**src/rtl/fifo_pkg.sv**
```systemverilog
// Shared async-FIFO definitions: default geometry and read-side output buffer state encoding.
package fifo_pkg;

  localparam int FIFO_DATA_WIDTH = 8;
  localparam int FIFO_ADDR_WIDTH = 3;

  typedef enum logic [1:0] {
    S0 = 2'd0,
    S1 = 2'd1,
    S2 = 2'd2
  } buf_state_e;

  function automatic logic [1:0] occupancy(input buf_state_e s);
    case (s)
      S1:      return 2'd1;
      S2:      return 2'd2;
      default: return 2'd0;
    endcase
  endfunction

endpackage

```
**src/rtl/rd_fwft_ctrl_if.sv**
```systemverilog
// Read-side FIFO bundle: pointer exchange with rd_ptr_logic, RAM read port and FWFT consumer handshake.
interface rd_fwft_ctrl_if
  import fifo_pkg::*;
#(
  parameter int DATA_WIDTH = FIFO_DATA_WIDTH,
  parameter int ADDR_WIDTH = FIFO_ADDR_WIDTH
) ();

  logic                  empty;
  logic [ADDR_WIDTH:0]   rd_ptr;
  logic [ADDR_WIDTH:0]   g_rd_ptr;
  logic                  mem_rd_en;
  logic [ADDR_WIDTH-1:0] mem_rd_addr;
  logic [DATA_WIDTH-1:0] mem_rd_data;
  logic [DATA_WIDTH-1:0] dout;
  logic                  dout_valid;
  logic                  dout_ready;

  modport master (
    input  empty, mem_rd_data, dout_ready,
    output rd_ptr, g_rd_ptr, mem_rd_en, mem_rd_addr, dout, dout_valid
  );

  modport slave (
    output empty, mem_rd_data, dout_ready,
    input  rd_ptr, g_rd_ptr, mem_rd_en, mem_rd_addr, dout, dout_valid
  );

endinterface

```
**src/rtl/b2g.sv**
```systemverilog
// Combinational binary-to-Gray converter, counterpart of g2b.
module b2g #(
  parameter int W = 4
) (
  input  logic [W-1:0] bin_i,
  output logic [W-1:0] gray_o
);

  assign gray_o = bin_i ^ (bin_i >> 1);

endmodule

```
**src/rtl/rd_fwft_ctrl.sv**
```systemverilog
// Read-domain FIFO controller: RAM fetch, binary/Gray read pointers and a 2-entry FWFT output buffer.
module rd_fwft_ctrl
  import fifo_pkg::*;
#(
  parameter int DATA_WIDTH = FIFO_DATA_WIDTH,
  parameter int ADDR_WIDTH = FIFO_ADDR_WIDTH
) (
  input  logic           clk_B,
  input  logic           rst,
  rd_fwft_ctrl_if.master bus
);

  localparam int PW = ADDR_WIDTH + 1;

  buf_state_e            state_q, state_d;
  logic                  inflight_q;
  logic [PW-1:0]         rd_ptr_q, rd_ptr_inc;
  logic [PW-1:0]         g_rd_ptr_q, g_rd_ptr_d;
  logic [DATA_WIDTH-1:0] head_q, head_d;
  logic [DATA_WIDTH-1:0] skid_q, skid_d;
  logic                  valid, pop, fetch;
  logic [2:0]            occ_after;
  logic [1:0]            held_after;

  assign rd_ptr_inc = rd_ptr_q + PW'(1);

  b2g #(.W(PW)) u_b2g (
    .bin_i  (rd_ptr_inc),
    .gray_o (g_rd_ptr_d)
  );

  // Output/control decode; fetch only if the word will still fit after this cycle's pop.
  always_comb begin
    valid      = (state_q != S0);
    pop        = valid & bus.dout_ready;
    held_after = occupancy(state_q) - {1'b0, pop};
    occ_after  = {1'b0, held_after} + {2'b0, inflight_q};
    fetch      = !bus.empty && (occ_after < 3'd2);
  end

  always_comb begin
    state_d = state_q;
    unique case (state_q)
      S0: if (inflight_q) state_d = S1;
      S1: begin
        if (inflight_q && !pop)      state_d = S2;
        else if (pop && !inflight_q) state_d = S0;
      end
      S2: if (pop && !inflight_q) state_d = S1;
      default: state_d = S0;
    endcase
  end

  // Arriving word lands in the head only when the buffer is empty after this cycle's pop.
  always_comb begin
    head_d = head_q;
    skid_d = skid_q;
    if (pop) head_d = skid_q;
    if (inflight_q) begin
      if (held_after == 2'd0) head_d = bus.mem_rd_data;
      else                    skid_d = bus.mem_rd_data;
    end
  end

  always_ff @(posedge clk_B or posedge rst) begin
    if (rst) begin
      state_q    <= S0;
      inflight_q <= 1'b0;
      rd_ptr_q   <= '0;
      g_rd_ptr_q <= '0;
      head_q     <= '0;
    end else begin
      state_q    <= state_d;
      inflight_q <= fetch;
      head_q     <= head_d;
      if (fetch) begin
        rd_ptr_q   <= rd_ptr_inc;
        g_rd_ptr_q <= g_rd_ptr_d;
      end
    end
  end

  always_ff @(posedge clk_B) begin
    skid_q <= skid_d;
  end

  assign bus.rd_ptr      = rd_ptr_q;
  assign bus.g_rd_ptr    = g_rd_ptr_q;
  assign bus.mem_rd_en   = fetch;
  assign bus.mem_rd_addr = rd_ptr_q[ADDR_WIDTH-1:0];
  assign bus.dout        = head_q;
  assign bus.dout_valid  = valid;

  a_no_overflow: assert property (@(posedge clk_B) disable iff (rst)
    !(state_q == S2 && inflight_q && !pop));

endmodule

```
**src/flat_wrapper.sv**
```systemverilog
// flat-port wrapper written by rule: the top's interface ports become plain ports
module rd_fwft_ctrl_flat import fifo_pkg::*;
#(
  parameter int DATA_WIDTH = FIFO_DATA_WIDTH,
  parameter int ADDR_WIDTH = FIFO_ADDR_WIDTH
)
  (clk_B, rst, bus_empty, bus_mem_rd_data, bus_dout_ready, bus_rd_ptr, bus_g_rd_ptr, bus_mem_rd_en, bus_mem_rd_addr, bus_dout, bus_dout_valid);
  rd_fwft_ctrl_if #(.DATA_WIDTH(DATA_WIDTH), .ADDR_WIDTH(ADDR_WIDTH)) bus_i ();
  input  logic clk_B;
  input  logic rst;
  input wire logic [$bits(bus_i.empty)-1:0] bus_empty;
  input wire logic [$bits(bus_i.mem_rd_data)-1:0] bus_mem_rd_data;
  input wire logic [$bits(bus_i.dout_ready)-1:0] bus_dout_ready;
  output wire logic [$bits(bus_i.rd_ptr)-1:0] bus_rd_ptr;
  output wire logic [$bits(bus_i.g_rd_ptr)-1:0] bus_g_rd_ptr;
  output wire logic [$bits(bus_i.mem_rd_en)-1:0] bus_mem_rd_en;
  output wire logic [$bits(bus_i.mem_rd_addr)-1:0] bus_mem_rd_addr;
  output wire logic [$bits(bus_i.dout)-1:0] bus_dout;
  output wire logic [$bits(bus_i.dout_valid)-1:0] bus_dout_valid;
  assign bus_i.empty = bus_empty;
  assign bus_i.mem_rd_data = bus_mem_rd_data;
  assign bus_i.dout_ready = bus_dout_ready;
  assign bus_rd_ptr = bus_i.rd_ptr;
  assign bus_g_rd_ptr = bus_i.g_rd_ptr;
  assign bus_mem_rd_en = bus_i.mem_rd_en;
  assign bus_mem_rd_addr = bus_i.mem_rd_addr;
  assign bus_dout = bus_i.dout;
  assign bus_dout_valid = bus_i.dout_valid;
  rd_fwft_ctrl #(.DATA_WIDTH(DATA_WIDTH), .ADDR_WIDTH(ADDR_WIDTH)) u_core (.clk_B(clk_B), .rst(rst), .bus(bus_i));
endmodule
```
**config.mk**
```make
export PLATFORM = sky130hd
export DESIGN_NAME = rd_fwft_ctrl_flat
export DESIGN_NICKNAME = d
export VERILOG_FILES = /design/src/rtl/fifo_pkg.sv /design/src/rtl/rd_fwft_ctrl_if.sv /design/src/rtl/b2g.sv /design/src/rtl/rd_fwft_ctrl.sv /design/src/flat_wrapper.sv
export SDC_FILE = /design/constraint.sdc
export NUM_CORES = 1
export LEC_CHECK = 0
export CAP_MARGIN = 40
export CORE_MARGIN = 2
export CORE_UTILIZATION = 49
export CTS_BUF_LIST = sky130_fd_sc_hd__clkbuf_4 sky130_fd_sc_hd__clkbuf_8
export DETAILED_ROUTE_END_ITERATION = 7
export GPL_TIMING_DRIVEN = 0
export PLACE_DENSITY = 0.79
export SYNTH_ARGS = -nofsm -noshare
export SYNTH_HDL_FRONTEND = slang
export SYNTH_HIERARCHICAL = 1
export SYNTH_SLANG_ARGS = --single-unit
export TNS_END_PERCENT = 100
```
**constraint.sdc**
```tcl
create_clock -name clk_B -period 2.06 [get_ports clk_B]
set_input_delay 0.412 -clock clk_B [delete_from_list [all_inputs] [get_ports clk_B]]
set_output_delay 0.412 -clock clk_B [all_outputs]
set_load 0.02 [all_outputs]
```
# ---- After elaboration in Yosys (flattened, before gate mapping)
# Index checks and enable logic that the tools add are counted.
dict set report word_totals {
  register_bits 27
  elab_cells 38
}
dict set report op_classes {
  add_sub_neg 3
  order_cmp 1
  eq_ne 5
  mux 9
  n_bitwise 3
  n_reduce_logical 11
}
# operator n
set ops {}
lappend ops {{8-bit 2-to-1 mux} 3}
lappend ops {{2-bit 2-to-1 mux} 4}
lappend ops {{2-bit case mux with 3 select lines} 1}
lappend ops {{4-bit by 1-bit adder with 4-bit output (second input constant)} 1}
lappend ops {{2-bit logical NOT} 2}
lappend ops {{2-bit by 1-bit != test with 1-bit output (second input constant)} 2}
lappend ops {{2-bit case mux with 2 select lines} 1}
lappend ops {{4-bit by 3-bit XOR with 4-bit output} 1}
lappend ops {{2-bit by 1-bit adder with 3-bit output} 1}
lappend ops {{1-bit logical AND} 3}
lappend ops {{1-bit logical NOT} 3}
lappend ops {{3-bit by 2-bit < comparator with 1-bit output (second input constant)} 1}
lappend ops {{3-bit by 1-bit != test with 1-bit output (second input constant)} 1}
lappend ops {{3-bit AND reduction} 1}
lappend ops {{2-bit by 1-bit == test with 1-bit output (second input constant)} 1}
lappend ops {{2-bit == test (second input constant)} 1}
lappend ops {{2-bit AND reduction} 1}
lappend ops {{2-bit nonzero test} 1}
lappend ops {{2-bit by 1-bit subtractor with 2-bit output} 1}
lappend ops {{1-bit AND} 1}
lappend ops {{1-bit NOT} 1}

# ---- Logic depth before layout (Yosys ltp)
dict set report depth {
  depth_word 6
  mapped_depth 6
}

# ---- Hierarchy
# The synthesis kept the hierarchy.
# mod instances cells_per_inst area_each_um2 seq_area_each_um2
set modules_own_cells {}
lappend modules_own_cells {rd_fwft_ctrl 1 81 1197.4 715.7}
lappend modules_own_cells {b2g 1 4 33.8 0.0}

# ---- Worst setup path before layout
# No wires, ideal clock.
dict set report synth_timing {
  path_type {register to register}
  startpoint {register u_core.state_q[0]}
  endpoint {register u_core.g_rd_ptr_q[0], in the netlist u_core/bus.g_rd_ptr[0]}
  setup_time_ns 0.125
  t_arrival_ns 1.843
  setup_slack_ns 0.093
  path_stages_with_launch 4
  path_buffers 0
  path_cell_list {dfrtp_1 -> or3b_4 -> a311oi_4 -> mux2_2}
}
dict set report synth_via {
  elab_chain_len 6
  word_cells_on_any_way 9
}
# item line
set synth_rtl {}
lappend synth_rtl {{start: declaration} rd_fwft_ctrl.sv:15} ;# buf_state_e state_q, state_d;
lappend synth_rtl {{start signal: assignment} rd_fwft_ctrl.sv:73} ;# state_q <= state_d;
lappend synth_rtl {{2-bit == test (tied with other cells)} fifo_pkg.sv:14} ;# case (s)
lappend synth_rtl {{2-bit case mux with 2 select lines or 1-bit AND (tied branches)} {fifo_pkg.sv:14, rd_fwft_ctrl.sv:35}}
lappend synth_rtl {{2-bit by 1-bit subtractor with 2-bit output (*)} rd_fwft_ctrl.sv:36} ;# held_after = occupancy(state_q) - {1'b0, pop};
lappend synth_rtl {{2-bit by 1-bit adder with 3-bit output (*)} rd_fwft_ctrl.sv:37} ;# occ_after = {1'b0, held_after} + {2'b0, inflight_q};
lappend synth_rtl {{3-bit by 2-bit < comparator with 1-bit output (*)} rd_fwft_ctrl.sv:38} ;# fetch = !bus.empty && (occ_after < 3'd2);
lappend synth_rtl {{1-bit logical AND (*)} rd_fwft_ctrl.sv:38}
lappend synth_rtl {{net bus_mem_rd_en} flat_wrapper.sv:16} ;# output wire logic [$bits(bus_i.mem_rd_en)-1:0] bus_mem_rd_en;
lappend synth_rtl {{end signal: assignment} rd_fwft_ctrl.sv:78} ;# g_rd_ptr_q <= g_rd_ptr_d;
lappend synth_rtl {{end: declaration} rd_fwft_ctrl.sv:18} ;# logic [PW-1:0] g_rd_ptr_q, g_rd_ptr_d;
# Mark *: on every way through the listed nets, which the timed path passes. The rest lies on a longest branch.
# A chain may end at the register's enable or synchronous reset.

# ---- Final worst setup path
dict set report layout_timing {
  startpoint {register u_core.state_q[0]}
  endpoint {output bus_mem_rd_en}
}
dict set report layout_via {
  elab_chain_len 6
  word_cells_on_any_way 9
}
# item line
set layout_rtl {}
lappend layout_rtl {{2-bit == test (tied with other cells)} fifo_pkg.sv:14}
lappend layout_rtl {{2-bit case mux with 2 select lines or 1-bit AND (tied branches)} {fifo_pkg.sv:14, rd_fwft_ctrl.sv:35}}
lappend layout_rtl {{2-bit by 1-bit subtractor with 2-bit output (*)} rd_fwft_ctrl.sv:36}
lappend layout_rtl {{2-bit by 1-bit adder with 3-bit output (*)} rd_fwft_ctrl.sv:37}
lappend layout_rtl {{3-bit by 2-bit < comparator with 1-bit output (*)} rd_fwft_ctrl.sv:38}
lappend layout_rtl {{1-bit logical AND (*)} rd_fwft_ctrl.sv:38}
lappend layout_rtl {{end: declaration} flat_wrapper.sv:16}
# Every way passes the cells marked *; elsewhere a longest branch is shown, timed or not.

==> flow_summary.yaml <==
sta:
  tightest_slew_ns: 0.734
  max-slew-margin-rel: 0.510
  skew_ns: 0.00345
  rsz0062_at_grt: "true"
  final_period_minus_worst_setup_slack_ns: 2.02
  count_of_pins_over_their_slew_limit: 0
  worst_setup_slack_final_ns: 0.0363
  maxClockFrequency_mhz: 494
  finalHoldViolations: 0
  fin_hold_ws_ns: 0.499
  final-setup-viol-count: 0
  post-route-period-util: 0.982
cells_and_area:
  fillCellCount: 198
  areaGrowthSynthToFinish_pct: 33.3
  antenna_cells_inserted: 0
  post_route_cells_drive_above_1_share: 0.317
  num-nets-final: 138
yosys:
  post-synth-top-area-cell: "sky130_fd_sc_hd__dfrtp_1"
  yosysWarningCount: 6
  postSynthAreaPerCell_sq_um: 14.5
  ys_seq_elements: 27
  synthesis.area_sq_um: 1230
  synth-main-ff-cell: "sky130_fd_sc_hd__dfrtp_1"
  synth.top_cell.area_share: 0.386
  synth_area_leaders: "sky130_fd_sc_hd__dfrtp_1, sky130_fd_sc_hd__edfxtp_1, sky130_fd_sc_hd__mux2_2"
  synth-seq-area-share: 0.581
  synth_top_cells_by_count: "sky130_fd_sc_hd__mux2_2, sky130_fd_sc_hd__dfrtp_1, sky130_fd_sc_hd__edfxtp_1"
  synthCells: 85
  ys_async_sr_fraction: 0.704
  post_synth_num_cell_types: 22
  synth-edff-count: 8
  mappedNetlistNets: 99
  synth_most_common_cell: "sky130_fd_sc_hd__mux2_2"
cts:
  clock_path_buffers: 2
  cts_max_level: 1
  cts_inserted_buffers: 3
  holdBufCountCts: 0
  clk_latency_ns: 0.31
  tritoncts_num_sinks: 27
  clock_tree.root_cell: "sky130_fd_sc_hd__clkbuf_4"
  clk_pin_slew_ns: 0.13
  tritoncts: "yes"
routing:
  drc_errors: 0
  drt_pre_antenna_iters: 4
  first_iter_violations: 6
  totalWireLength_um: 2160
  detailroute.via_count: 766
  drt.antenna.violating_nets: 0
  post_drt_via_cell_ratio: 5.01
  drt-wirelength-per-cell_um: 14.1
pwr:
  ir_drop_v: 0.00112
  leakagePower_nw: 0.664
  pwr_density_cell_nw_per_um2: 1720
critical_path:
  worst_setup_path_end_kind: "output pin"
  cpPeakStageDelay_ns: 0.47
  crit_path_max_fo: 7
  setup.worst_path.class: "flip-flop to output pin"
  worst_path_dominant_cell_family: "flip-flops"
  count_of_buffer_and_inverter_cells_on_the_critical_path: 1
  cp_slowest_cell: "sky130_fd_sc_hd__dfrtp_2"
  critical_path_arrival_ns: 1.61
  worstSetupStartpointType: "flip-flop"
  path_cells: "or3b_4 -> a311oi_4 -> buf_6"
  worst-endpoint-required_ns: 1.65
flow_run:
  drv.max_cap_violation_count: 0
placed_design:
  buffer_ports.inserted: 32
  preCtsSetupSlack_ns: -1.02
  post-dp-hpwl_um: 1590
  gp_congestion: 0.701
floorplan:
  io_pins: 33
  start_util: 0.506
  design.die.area_sq_um: 2930
  die_height_um: 54.1
  rows: 18
  die_width_um: 54.1
  core_region_area_sq_um: 2430
grt:
  grt_max_degree: 20
  grt_pass1_wl_um: 3340
  via_count_of_the_first_global_routing_pass: 742
  groute.usage.overall: 0.163
  grt-ovfl-total: 0
  initial_antenna_violation_count: 0
worst_hold_path:
  timing.hold.worst.class: "input pin to asynchronous set/reset pin"
outcome:
  outcome: "finished clean"
through the flow:
step / utilization / cell area [sq um] / TNS (ns) / total power, mW / std cells
detailed placement: 0.653 / 1590 / -6.62 / 2.60 / 147
CTS: 0.668 / 1630 / 0 / 2.83 / 152
global route: 0.675 / 1640 / -0.0246 / 3.02 / 153
floorplan: - / 1230 / 0 / 1.99 / 85
global placement: 0.653 / 1590 / -5.56 / 2.53 / 147
finish: 0.675 / 1640 / 0 / 2.83 / 153
cell families (layout without fill, tap and decap cells):
group,after synthesis,in the layout,share of synthesized area
AOI/OAI and AO/OA,5,5,0.0396
muxes,21,21,0.192
xor gates and xnor gates,9,9,0.0640
buffers and inverters,8,46,0.0376
DFF,27,27,0.581
adders and majority gates,2,2,0.0203
and+or+nand+nor,13,13,0.0650
placed cells by master (no fill, tap or decap):
| cell type | n |
|---|---|
| sky130_fd_sc_hd__a21oi_1 | 2 |
| sky130_fd_sc_hd__clkbuf_4 | 4 |
| sky130_fd_sc_hd__nor2b_1 | 2 |
| sky130_fd_sc_hd__nand3_1 | 1 |
| sky130_fd_sc_hd__or3b_4 | 1 |
| sky130_fd_sc_hd__o21ai_0 | 1 |
| sky130_fd_sc_hd__xor2_1 | 5 |
| sky130_fd_sc_hd__edfxtp_1 | 8 |
| sky130_fd_sc_hd__a311oi_4 | 1 |
| sky130_fd_sc_hd__nand2b_1 | 1 |
| sky130_fd_sc_hd__nand2_1 | 4 |
| sky130_fd_sc_hd__nand3b_1 | 1 |
| sky130_fd_sc_hd__clkdlybuf4s50_1 | 29 |
| sky130_fd_sc_hd__dlygate4sd2_1 | 2 |
| sky130_fd_sc_hd__buf_4 | 6 |
| sky130_fd_sc_hd__ha_1 | 2 |
| sky130_fd_sc_hd__buf_2 | 1 |
| sky130_fd_sc_hd__or2_2 | 1 |
| sky130_fd_sc_hd__buf_6 | 1 |
| sky130_fd_sc_hd__xnor2_1 | 4 |
| sky130_fd_sc_hd__dfrtp_1 | 17 |
| sky130_fd_sc_hd__mux2_2 | 21 |
| sky130_fd_sc_hd__nor4bb_2 | 1 |
| sky130_fd_sc_hd__dfrtp_2 | 2 |
| sky130_fd_sc_hd__nand4_1 | 1 |
| sky130_fd_sc_hd__a211oi_1 | 1 |
| sky130_fd_sc_hd__inv_1 | 3 |
final cells by class:
type,instances,area [sq um],area share
inverter,3,11.3,0.00686
multi-input combinational,50,475,0.290
clock buffer,4,30.0,0.0183
timing repair buffer,34,334,0.204
tap,30,37.5,0.0229
sequential,27,718,0.438
buffer,5,35.0,0.0213
sequential cells by signal (all words and copies together), names as in the netlist:
register / count
u_core/bus.rd_ptr: 4
u_core/bus.dout: 8
u_core/skid_q: 8
u_core/inflight_q: 1
u_core/bus.g_rd_ptr: 4
u_core/state_q: 2
worst reg2reg max path, stage by stage (launching register included):
cell and delay [ns]:
sky130_fd_sc_hd__dfrtp_1 0.38, sky130_fd_sc_hd__buf_2 0.18, sky130_fd_sc_hd__or2_2 0.31, sky130_fd_sc_hd__nand2_1 0.33
sky130_fd_sc_hd__ha_1 0.33, sky130_fd_sc_hd__a211oi_1 0.27, sky130_fd_sc_hd__a21oi_1 0.07
final timing paths:
kind	start	endpoint	slack, ns	cells past startpoint
max	u_core/state_q[0]	bus_mem_rd_en	0.04	3
min	rst	u_core/bus.g_rd_ptr[3]	0.50	2
max reg2reg	u_core/state_q[1]	u_core/state_q[0]	0.08	6
min reg2reg	u_core/bus.g_rd_ptr[1]	u_core/bus.g_rd_ptr[1]	0.53	1
max in group asynchronous	rst	u_core/inflight_q	1.06	2
min in group clk_B	u_core/bus.g_rd_ptr[1]	u_core/bus.g_rd_ptr[1]	0.53	1
layer usage:
metal | vias up | wire [um] | track usage
met2 | 13 | 1160 | 0.299
li1 | 372 | - | -
met3 | 2 | 62 | 0.0167
met4 | 0 | 12 | 0.0625
met5 | - | 0 | 0
met1 | 379 | 929 | 0.194
where the power goes:
group / internal (mW) / total, mW / switching, mW
logic: 0.895 / 1.64 / 0.746
registers: 0.797 / 0.954 / 0.157
clock network: 0.0887 / 0.235 / 0.146
total: 1.78 / 2.83 / 1.05
timing repair:
action,in CTS,in global routing
setup buffers,1,1
resized for setup,8,3
pin swaps,1,0
endpoints found under the setup margin,8,1
Power figures use the tool's default switching activity.
